<file path="config.mk">
export PLATFORM = sky130hd
export DESIGN_NAME = cam9t_array
export DESIGN_NICKNAME = d
export VERILOG_FILES = /design/src/rtl/cam9t_array.sv
export SDC_FILE = /design/constraint.sdc
export NUM_CORES = 1
export LEC_CHECK = 0
export BUFFER_PORTS_ARGS = -buffer_cell sky130_fd_sc_hd__buf_4
export CAP_MARGIN = 40
export CORE_MARGIN = 2
export CORE_UTILIZATION = 60
export DETAILED_ROUTE_END_ITERATION = 8
export PLACE_DENSITY = 0.89
export SLEW_MARGIN = 25
export SYNTH_ARGS = -nofsm -noshare
export SYNTH_HDL_FRONTEND = slang
export SYNTH_SLANG_ARGS = --single-unit
</file>
<file path="constraint.sdc">
create_clock -name clk -period 6.2 [get_ports clk]
set_clock_uncertainty 0.1 [all_clocks]
set_input_delay 0.62 -clock clk [delete_from_list [all_inputs] [get_ports clk]]
set_output_delay 0.62 -clock clk [all_outputs]
set_load 0.02 [all_outputs]
</file>
<file path="src/rtl/cam9t_array.sv">
// cam9t_array: register-level model of a 9T CAM macro.
// Each entry holds WIDTH bits of Q and a valid flag. The array provides a
// differential write port, a single-ended precharged read port, and a
// registered search that returns a per-entry mismatch line together with
// the lowest matching index.
//
// Valid-signal semantics: there is no ready or back-pressure. rd_valid is high
// for exactly one cycle after each clock edge that sampled rwl=1, and
// srch_valid is high for exactly one cycle after each edge that sampled
// srch=1. Each one qualifies the result registers it accompanies.
module cam9t_array #(
    parameter int WIDTH = 8,
    parameter int DEPTH = 16,
    localparam int AW = $clog2(DEPTH)
) (
    input  logic             clk,
    input  logic             rst,
    input  logic             wlwr,
    input  logic [AW-1:0]    wr_addr,
    input  logic [WIDTH-1:0] dl,
    input  logic [WIDTH-1:0] dlb,
    input  logic             rwl,
    input  logic [AW-1:0]    rd_addr,
    output logic [WIDTH-1:0] rbl,
    output logic             rd_valid,
    input  logic             srch,
    input  logic [WIDTH-1:0] cam_data,
    output logic [DEPTH-1:0] mismatch,
    output logic             hit,
    output logic [AW-1:0]    hit_idx,
    output logic             srch_valid
);

    logic [WIDTH-1:0] q_mem [DEPTH];
    logic [DEPTH-1:0] entry_valid;
    logic [DEPTH-1:0] line_mm;
    logic             hit_c;
    logic [AW-1:0]    idx_c;
    logic [WIDTH-1:0] drive;

    // A bit is driven only when dl and dlb disagree. Otherwise the cell keeps its value.
    assign drive = dl ^ dlb;

    // Match lines: the cell mismatch is Q XOR key, and an empty entry never matches.
    always_comb begin
        line_mm = '0;
        for (int e = 0; e < DEPTH; e++) begin
            line_mm[e] = ~entry_valid[e] | (|(q_mem[e] ^ cam_data));
        end
    end

    // Priority encoder: pick the lowest matching entry, or 0 when nothing matches.
    always_comb begin
        idx_c = '0;
        hit_c = ~(&line_mm);
        for (int e = DEPTH - 1; e >= 0; e--) begin
            if (!line_mm[e]) begin
                idx_c = e[AW-1:0];
            end
        end
    end

    // Storage array and valid bits. Reads and searches elsewhere see the pre-write contents.
    always_ff @(posedge clk or posedge rst) begin
        if (rst) begin
            for (int e = 0; e < DEPTH; e++) begin
                q_mem[e] <= '0;
            end
            entry_valid <= '0;
        end else if (wlwr) begin
            q_mem[wr_addr]       <= (q_mem[wr_addr] & ~drive) | (dl & drive);
            entry_valid[wr_addr] <= 1'b1;
        end
    end

    // Read port: the bit line discharges where Q=0 and stays precharged when idle.
    always_ff @(posedge clk or posedge rst) begin
        if (rst) begin
            rbl      <= '1;
            rd_valid <= 1'b0;
        end else if (rwl) begin
            rbl      <= q_mem[rd_addr];
            rd_valid <= 1'b1;
        end else begin
            rbl      <= '1;
            rd_valid <= 1'b0;
        end
    end

    // Search result registers. They hold their last values when no search is issued.
    always_ff @(posedge clk or posedge rst) begin
        if (rst) begin
            mismatch   <= '1;
            hit        <= 1'b0;
            hit_idx    <= '0;
            srch_valid <= 1'b0;
        end else begin
            srch_valid <= srch;
            if (srch) begin
                mismatch <= line_mm;
                hit      <= hit_c;
                hit_idx  <= idx_c;
            end
        end
    end

endmodule

</file>
==> impl_metrics.toml <==
[status]
status = "completed"

[yosys]
syn_inst = 904
synth_seq_cells = 175
yosysSeqAreaShare = 0.4441
ys.flop_type = "dfrtp_1"
ys_types = 41
syn_area_mm2 = 0.009928
synth_top_cell_area_share = 0.3806
synth_nets = 941
synth_edf_count = 0
synth-async-reset-ratio = 1.000
ys_top_cells_by_area = "dfrtp_1 38%, mux4_2 15%, xnor2_1 8.2%"
syn_avg_cell_area_um2 = 10.98
synth_largest_area_cell = "dfrtp_1"
ys_warn_count = 0

[routing]
avgViaCountPerCell = 6.962
antenna_left = 0
wl_per_cell_um = 25.82
drtIter0Drc = 1441
wl_um = 30130
dr.pass1.iters = 7
via_count = 8125
drc_errors = 0

[floorplanning]
die_w_um = 132.6
ios = 68
die_y_um = 132.6
std_cell_rows = 47
core_mm2 = 0.01635
start_util = 0.6073
die-area_mm2 = 0.01759

[final_layout]
finalNonFillerCells = 1167
diodes = 0
mostFrequentLayoutCell = "nand2_1"
area_delta_synth_final_pct = 12.07
layout_common_cells = "174 x nand2_1, 151 x dfrtp_1, 121 x o21ai_0"
drive_gt1_frac = 0.2302
nNetsFinal = 971

[sta]
finalSetupTns_ns = 0
fmax_ghz = 0.3077
slew-limit-headroom = 0.4159
rsz0062_at_grt = "no"
hold_viol_final = 0
slew_viol_final = 0
fin_crit_sh = 0.5242
period_minus_slack_ns = 3.250
tightest_slew_ns = 0.8760
final-setup-viol-count = 0

[cts]
cts_buffers = 17
post-cts-setup-buffers = 0
clk_pin_slew_worst_paths_ns = 0.06
hold_buffers = 0
cts.repair.resized = 0
clk_latency_ns = 0.44
cts_tree = "built"
htreeDepth = 4
clock-root-buffer = "clkbuf_16"
clock-sinks = 175
cts.path.max_buffers = 2

[setup_path]
crit_arrival_ns = 3.42
critical-path-top-delay-family = "multiplexers"
crit_path_start_kind = "primary input"
cp_cell_sequence = "buf_4, mux4_1, mux4_2, o21ai_2, o21ai_0"
slowest_stage = "mux4_1"
critical_path_required_ns = 6.37
crit_type = "primary input to flip-flop"
critPathMaxFanout = 36
max_stage_delay_ns = 0.76
cp_num_buf_inv = 1
end_kind = "flip-flop"

[placed_design]
placedCellCount = 1130
gp_congestion = 0.9635
post-dp-hpwl_um = 19790
port_buffers = 67

[global_route]
first_global_vias = 8073
overflow = 0
grt_max_degree = 70
antenna_found_initial = 0
grt_pass1_wl_um = 46930
grt.total_usage = 0.3574

[power]
ir_drop_mv = 0.2174
powerDensity_mw_per_mm2 = 339.8
p_leak_uw = 0.004627

[flow_run]
drv_cap = 0

[worst_hold_path]
hp-class = "primary input to async pin"
-- stage by stage --
stage               worst slack [ns]  hold slack [ns]  power, uW  instance area, um2    util
floorplan                     0.7745           0.3337       2262                9928       -
global placement               2.714           0.3502       2522               10410  0.6365
detailed placement             2.615           0.3514       2584               10440  0.6388
CTS                            2.937          0.09059       3731               11070  0.6769
global route                   2.881           0.1107       3908               11130  0.6806
finish                         2.950          0.08460       3781               11130  0.6806
-- layout make-up --
type,count,area (um2)
inverter,6,27.53
tap,220,275.3
multi-input combinational,659,5182
sequential,175,4409
timing repair buffer,75,609.3
fill,1067,5221
clock buffer,21,470.5
clock inverter,11,152.6
-- sequential cells by signal, indices dropped and copies added (netlist names) --
name and cells:
entry_valid 16, hit 1, hit_idx 4, mismatch 16, q_mem 128, rbl 8, rd_valid 1, srch_valid 1
-- final timing paths --
path,from,endpoint,slack (ns),cells after the start
max,wr_addr[0],q_mem[5],2.95,5
min,rst,q_mem[68],0.08,2
max reg2reg,q_mem[53],q_mem[5],3.36,4
min reg2reg,entry_valid[0],entry_valid[0],0.37,1
max in group asynchronous,rst,mismatch[13],4.63,5
min in group clk,rwl,rd_valid,0.27,1
-- worst reg2reg max path, delay by kind of cell (launching register included) --
| kind | cells | cell delay [ns] |
|---|---|---|
| AOI/OAI and AO/OA | 2 | 0.95 |
| DFF | 1 | 0.43 |
| muxes | 2 | 1.19 |
-- kinds of logic (layout without fill, tap and decap cells) --
logic type                after synthesis  in the layout  share of synthesized area
muxes                                  82             82                     0.1890
DFF                                   175            175                     0.4441
and+or+nand+nor                       283            283                     0.1259
AOI/OAI and AO/OA                     166            166                    0.09414
buffers and inverters                  70            113                    0.03390
xor gates and xnor gates              128            128                     0.1129
-- power breakdown --
group | switching [uW] | internal [uW] | total (uW) | leakage, uW
Sequential | 286 | 1370 | 1660 | 0.00218
Combinational | 517 | 482 | 999 | 0.00215
Clock | 456 | 670 | 1130 | 0.000297
-- routing by layer --
metal	global-route usage	vias to the layer above	wire (um)
li1	-	3262	-
met1	0.4419	3865	9826
met2	0.5230	800	13380
met3	0.1418	198	4584
met4	0.2378	0	2340
met5	0	-	0
-- Yosys cell counts, types with 2 or more instances --
cell and instances:
a211oi_1 2, nand2_1 174, buf_2 19, nor4_1 6, buf_6 4, mux4_2 66, nand4_1 14, o21ai_2 18
o211ai_1 2, xnor2_1 93, nand2b_1 26, a21oi_1 12, dfrtp_1 151, nor2b_1 4, nor3_1 17, nand3_1 17
dfstp_2 24, nor2_1 19, a22oi_1 2, buf_1 6, o21ai_1 3, inv_1 6, o21ai_0 121, xor2_1 35
mux2_2 2, mux4_1 14, clkbuf_1 33
No activity file was read; power rests on OpenSTA's default activity.
